File: src/rtl/noise_channel_v2.sv
// -----------------------------------------------------------------------------
// noise_channel_v2
// APU noise voice. An LFSR noise source, a length counter and a volume
// envelope share one clock domain and are advanced by single-cycle
// frame-sequencer strobes. The registered sample feeds the mixer.
//
// Ports
//   clk        system clock
//   rst        synchronous reset, active-high
//   tick256    one-cycle strobe, length clock
//   tick64     one-cycle strobe, envelope clock
//   lenLoad    length load L; a new note plays for 2^LEN_W - L length ticks
//   startVol   initial volume
//   envAdd     envelope direction (1 = up, 0 = down)
//   envPeriod  envelope period in tick64 strobes, 0 = envelope frozen
//   clkShift   frequency shift s applied to the base period
//   widthMode  narrow (short-period) LFSR mode
//   divisor    divisor code r selecting the base period
//   trigger    one-cycle note start
//   lenEnable  length counter enable
//   noise      registered output sample
//   active     channel enabled flag
// -----------------------------------------------------------------------------
module noise_channel_v2 #(
  parameter int LFSR_W     = 15,
  parameter int NARROW_TAP = 6,
  parameter int VOL_W      = 4,
  parameter int LEN_W      = 6,
  parameter int SHIFT_STOP = 14
) (
  input  logic             clk,
  input  logic             rst,
  input  logic             tick256,
  input  logic             tick64,
  input  logic [LEN_W-1:0] lenLoad,
  input  logic [VOL_W-1:0] startVol,
  input  logic             envAdd,
  input  logic [2:0]       envPeriod,
  input  logic [3:0]       clkShift,
  input  logic             widthMode,
  input  logic [2:0]       divisor,
  input  logic             trigger,
  input  logic             lenEnable,
  output logic [VOL_W-1:0] noise,
  output logic             active
);

  // Largest period is 112 << 15, which needs 7 + 15 bits.
  localparam int TMR_W = 22;
  // Length count holds up to 2^LEN_W, one bit wider than the load value.
  localparam int CNT_W = LEN_W + 1;

  localparam logic [TMR_W-1:0]  TMR_ONE   = {{(TMR_W-1){1'b0}}, 1'b1};
  localparam logic [TMR_W-1:0]  TMR_ZERO  = {TMR_W{1'b0}};
  localparam logic [CNT_W-1:0]  CNT_ZERO  = {CNT_W{1'b0}};
  localparam logic [CNT_W-1:0]  CNT_ONE   = {{LEN_W{1'b0}}, 1'b1};
  localparam logic [CNT_W-1:0]  CNT_FULL  = {1'b1, {LEN_W{1'b0}}};
  localparam logic [VOL_W-1:0]  VOL_ZERO  = {VOL_W{1'b0}};
  localparam logic [VOL_W-1:0]  VOL_ONE   = {{(VOL_W-1){1'b0}}, 1'b1};
  localparam logic [VOL_W-1:0]  VOL_MAX   = {VOL_W{1'b1}};
  localparam logic [LFSR_W-1:0] LFSR_SEED = {LFSR_W{1'b1}};
  localparam logic [4:0]        SHIFT_LIM = 5'(SHIFT_STOP);

  // One LFSR step; in narrow mode the feedback is also written into the
  // tap so the low bits form a short independent loop.
  function automatic logic [LFSR_W-1:0] lfsr_step(input logic [LFSR_W-1:0] sr,
                                                  input logic narrow);
    logic              fb;
    logic [LFSR_W-1:0] nx;
    fb = sr[0] ^ sr[1];
    nx = {fb, sr[LFSR_W-1:1]};
    if (narrow) begin
      nx[NARROW_TAP] = fb;
    end else begin
      nx = nx;
    end
    return nx;
  endfunction

  // One envelope step with saturation at both ends.
  function automatic logic [VOL_W-1:0] vol_step(input logic [VOL_W-1:0] v,
                                                input logic up);
    logic [VOL_W-1:0] r;
    if (up) begin
      r = (v == VOL_MAX) ? v : v + VOL_ONE;
    end else begin
      r = (v == VOL_ZERO) ? v : v - VOL_ONE;
    end
    return r;
  endfunction

  logic [LFSR_W-1:0] sr_r, sr_s;
  logic [TMR_W-1:0]  tmr_r, tmr_s;
  logic [CNT_W-1:0]  len_r, len_s;
  logic [VOL_W-1:0]  vol_r, vol_s;
  logic [2:0]        env_r, env_s;
  logic              active_s;
  logic [VOL_W-1:0]  noise_s;
  logic [TMR_W-1:0]  base_s;
  logic [TMR_W-1:0]  period_s;
  logic              step_en_s;
  logic              dac_off_s;
  logic              len_tick_s;

  // Full timer period: base 8 for r = 0, else 16*r, scaled by 2^s.
  always_comb begin
    if (divisor == 3'd0) begin
      base_s = {{(TMR_W-4){1'b0}}, 4'd8};
    end else begin
      base_s = {{(TMR_W-7){1'b0}}, divisor, 4'd0};
    end
    period_s  = base_s << clkShift;
    step_en_s = ({1'b0, clkShift} < SHIFT_LIM);
    dac_off_s = (startVol == VOL_ZERO) && !envAdd;
    len_tick_s = tick256 && lenEnable && (len_r != CNT_ZERO);
  end

  // Next-state logic; a trigger overrides every same-cycle tick or step.
  always_comb begin
    sr_s     = sr_r;
    tmr_s    = tmr_r;
    len_s    = len_r;
    vol_s    = vol_r;
    env_s    = env_r;
    active_s = active;
    noise_s  = (active && !sr_r[0]) ? vol_r : VOL_ZERO;

    if (trigger) begin
      sr_s     = LFSR_SEED;
      tmr_s    = period_s;
      vol_s    = startVol;
      env_s    = envPeriod;
      active_s = !dac_off_s;
      if (len_r == CNT_ZERO) begin
        len_s = CNT_FULL - {1'b0, lenLoad};
      end else begin
        len_s = len_r;
      end
    end else begin
      // Timer at 1 (or 0 straight after reset) reloads and requests a step.
      if (tmr_r <= TMR_ONE) begin
        tmr_s = period_s;
        if (step_en_s) begin
          sr_s = lfsr_step(sr_r, widthMode);
        end else begin
          sr_s = sr_r;
        end
      end else begin
        tmr_s = tmr_r - TMR_ONE;
        sr_s  = sr_r;
      end

      if (len_tick_s) begin
        len_s = len_r - CNT_ONE;
      end else begin
        len_s = len_r;
      end

      // Envelope timer at 1 (or 0) means this tick completes a period.
      if (tick64 && (envPeriod != 3'd0)) begin
        if (env_r <= 3'd1) begin
          env_s = envPeriod;
          vol_s = vol_step(vol_r, envAdd);
        end else begin
          env_s = env_r - 3'd1;
          vol_s = vol_r;
        end
      end else begin
        env_s = env_r;
        vol_s = vol_r;
      end

      if (dac_off_s) begin
        active_s = 1'b0;
      end else if (len_tick_s && (len_r == CNT_ONE)) begin
        active_s = 1'b0;
      end else begin
        active_s = active;
      end
    end
  end

  // State and output registers with synchronous reset.
  always_ff @(posedge clk) begin
    if (rst) begin
      sr_r   <= LFSR_SEED;
      tmr_r  <= TMR_ZERO;
      len_r  <= CNT_ZERO;
      vol_r  <= VOL_ZERO;
      env_r  <= 3'd0;
      active <= 1'b0;
      noise  <= VOL_ZERO;
    end else begin
      sr_r   <= sr_s;
      tmr_r  <= tmr_s;
      len_r  <= len_s;
      vol_r  <= vol_s;
      env_r  <= env_s;
      active <= active_s;
      noise  <= noise_s;
    end
  end

endmodule

File: config.mk
export PLATFORM = sky130hd
export DESIGN_NAME = noise_channel_v2
export DESIGN_NICKNAME = d
export VERILOG_FILES = /design/src/rtl/noise_channel_v2.sv
export SDC_FILE = /design/constraint.sdc
export NUM_CORES = 1
export LEC_CHECK = 0
export ABC_AREA = 1
export CAP_MARGIN = 20
export CORE_MARGIN = 2
export CORE_UTILIZATION = 55
export DETAILED_ROUTE_END_ITERATION = 10
export HOLD_SLACK_MARGIN = 0.02
export PLACE_DENSITY = 0.76
export SYNTH_ARGS = -nofsm -noshare
export SYNTH_HDL_FRONTEND = slang
export SYNTH_SLANG_ARGS = --single-unit
File: constraint.sdc
create_clock -name clk -period 3.7 [get_ports clk]
set_clock_uncertainty 0.1 [all_clocks]
set_input_delay 0.74 -clock clk [delete_from_list [all_inputs] [get_ports clk]]
set_output_delay 0.74 -clock clk [all_outputs]
set_load 0.01 [all_outputs]
==> metrics.txt <==
status=complete, no violations; Initial Utilization=between 50 and 60%; EDFF count, synth=0; crit path to=len_r[6]$_SDFFE_PP0P_; initial antenna violation count=0; Post-Synth Adder-Cell Area=under 10%; Port Buf Inserts=32; core area=6350 µm²; Synth Area in Compound Gates=7.73%; crit path time final=2.43 ns; # clock sinks=56; post-synthesis xor/xnor area fraction=about 4.6%; crit end category=flop; vias per cell=approximately 5.4; post-CTS setup buffers=0; Final GP Congestion=0.942; Mapped Area=about 3600 µm²; Fmax=a little over 400 MHz; crit path max fanout=27; top sig layer=met4; Final Hold Viols=0; WHS Path Cells=2; Pwr per Cell Area=~440 nW/µm²; Vias=~3500; Synth Area per Inst=~6.5 µm²; Non-Filler Instances=approximately 660; fraction of layout cells with a size suffix above 1=7.75%; origin of the critical flop-to-flop path=tmr_r[0]$_SDFF_PP0_; ys async rst share=0%; leak pwr=approximately 0.0019 µW; Clock Latency Late Sink=approximately 0.31 ns; R2R cell count=11; nets@finish=about 620; Seq/Total Area, Yosys=30.9%; H-Tree Depth=2; drt wl/cell=12.7 µm; TritonRoute pass-1 iters=4; Post-Route M1 WL=4080 µm; main combinational cell family by area after synthesis=simple AND/OR/NAND/NOR gates; final wirelength=about 8400 µm; I/O pins=33; Worst Hold Margin=0.374 ns; setup violators final=0; most frequent cells in the layout=nand2_1 (147), nor2_1 (107), nand3_1 (59); Clock Tree Buf Depth=2; final cycle utilization of the critical path=between 60 and 70%; die extent in x=85.2 µm; TritonCTS Buffers=5; clock transition at the registers of the reported paths=roughly 0.11 ns; synth unique cells=39; cts hold-fix bufs=0; FF+latch count, synth=56; die area=a little over 7000 µm²; most common cell after layout, fill and taps aside=nand2_1; CTS tree=built; Placed Cells incl. Taps=650; syn_nets=slightly below 600; Worst-Margin Slew=between 0.9 and 1 ns; largest net degree at the start of global routing=28; post-synthesis cell count=between 500 and 600; startpoint class of the critical path=input pin; PnR worst setup slack=between 1 and 1.5 ns; Met2 Wirelength=~3800 µm; Worst EP arrival=approximately 2.5 ns; Slew Limit Headroom=39.5%; DRC viols=0; Total Routing Usage GR=between 20 and 25%; n_diodes=0; worst endpoint required time=3.81 ns; initial DRC count=about 160; Post-Place Setup Slack=slightly below 1 ns; VDD IR max=~0.00041 V; Min-Delay Path Class=reg2reg; vias in the first global route=around 3400; Layout Area Growth over Synthesis=11.7%; reg2reg setup slack=1.65 ns; first-pass GRT wire length=between 10000 and 15000 µm; CTS root buffer=clkbuf_8; unrepaired setup endpoints after global routing=false; max-cap viol count=0; Pins Over Slew Limit=0; FP Rows=29; post-synthesis mux area share=0.311%; Post-CTS Resized=0; post-DP HPWL=between 6000 and 7000 µm; dominant synthesized flop cell=dfxtp_1; critical path launch point=trigger; CP Class=in2reg; Post-Synth Simple-Gate Area=around 45%; Setup TNS Final=0 ns; FF-to-FF End=tmr_r[20]$_SDFF_PP0_; antenna viol nets, final=0; yosys warns=0; met3 routed WL=about 350 µm; Die H=85.2 µm; global route overflow=0
## per-stage QoR
stage | utilization, % | instance area, µm² | power (µW)
4_1_cts | 63.7 | 4050 | 1780
3_3_place_gp | 62.2 | 3950 | 1410
6_report | 63.7 | 4050 | 1780
3_5_place_dp | 62.2 | 3950 | 1430
2_1_floorplan | - | 3620 | 1270
5_1_grt | 63.7 | 4050 | 1920
## metal layers
metal / up-vias / GRT usage [%]
li1: 1833 / -
met1: 1589 / 33.5
met2: 88 / 40.6
met3: 14 / 2.43
met4: 0 / 6.35
met5: - / 0
## flip-flops by register name (all words and copies together), names as in the netlist
| name | flops |
|---|---|
| env_r | 3 |
| noise | 4 |
| sr_r | 15 |
| active | 1 |
| vol_r | 4 |
| tmr_r | 22 |
| len_r | 7 |
## report_power, final
| group | internal (µW) | switching (µW) |
|---|---|---|
| Combinational | 257 | 432 |
| Clock | 139 | 217 |
| Sequential | 672 | 66.5 |
| Total | 1070 | 715 |
## worst max-delay path, stage by stage
cell	delay, ns
clkdlybuf4s50_1	0.41
buf_4	0.21
inv_2	0.36
nand4_1	0.25
nand2_1	0.27
inv_2	0.09
nor2_1	0.14
nor2_1	0.06
## cell type report
type	instances	area (µm²)
clock buffers	5	68.8
flip-flops and latches	56	1120
clock inverters	3	26.3
inverters	45	169
multi-input cells	438	2230
repair buffers	34	335
well taps	77	96.3
fillers	588	2300
## worst min path at each step
stage / start / endpoint
6_report: sr_r[12]$_SDFFE_PP1P_ / sr_r[11]$_SDFFE_PP1P_
5_1_grt: env_r[2]$_SDFFE_PP0P_ / env_r[2]$_SDFFE_PP0P_
4_1_cts: sr_r[4]$_SDFFE_PP1P_ / sr_r[3]$_SDFFE_PP1P_
3_5_place_dp: sr_r[4]$_SDFFE_PP1P_ / sr_r[3]$_SDFFE_PP1P_
3_3_place_gp: tmr_r[0]$_SDFF_PP0_ / tmr_r[0]$_SDFF_PP0_
2_1_floorplan: tmr_r[0]$_SDFF_PP0_ / tmr_r[0]$_SDFF_PP0_
## cells in the mapped netlist (2+ instances only)
master / instances / area share (%)
a21oi_1: 11 / 1.5
buf_1: 2 / 0.21
buf_2: 4 / 0.55
buf_6: 4 / 1.2
clkbuf_1: 6 / 0.62
dfxtp_1: 56 / 31
ha_1: 10 / 3.5
inv_1: 37 / 3.8
inv_2: 7 / 0.73
nand2_1: 147 / 15
nand2_2: 6 / 1.0
nand2_4: 2 / 0.62
nand3_1: 59 / 8.1
nand3b_1: 5 / 1.0
nand4_1: 10 / 1.7
nor2_1: 107 / 11
nor2_2: 4 / 0.69
nor2_4: 5 / 1.6
nor2_8: 2 / 1.1
nor3_1: 6 / 0.83
nor3_4: 2 / 0.90
o211ai_1: 5 / 1.0
o21ai_0: 22 / 3.0
o21bai_1: 3 / 0.62
or2_2: 3 / 0.52
xnor2_1: 8 / 1.9
xor2_1: 11 / 2.7
## cells by family (layout without fill, tap and decap cells)
family                     Yosys count  count (layout)
and+or+nand+nor                    360             360
AOI/OAI and AO/OA                   47              47
buffers and inverters               62              87
xor gates and xnor gates            19              19
muxes                                1               1
adders and majority gates           11              11
DFF                                 56              56
Note: power is estimated with default switching activity, not from simulation.
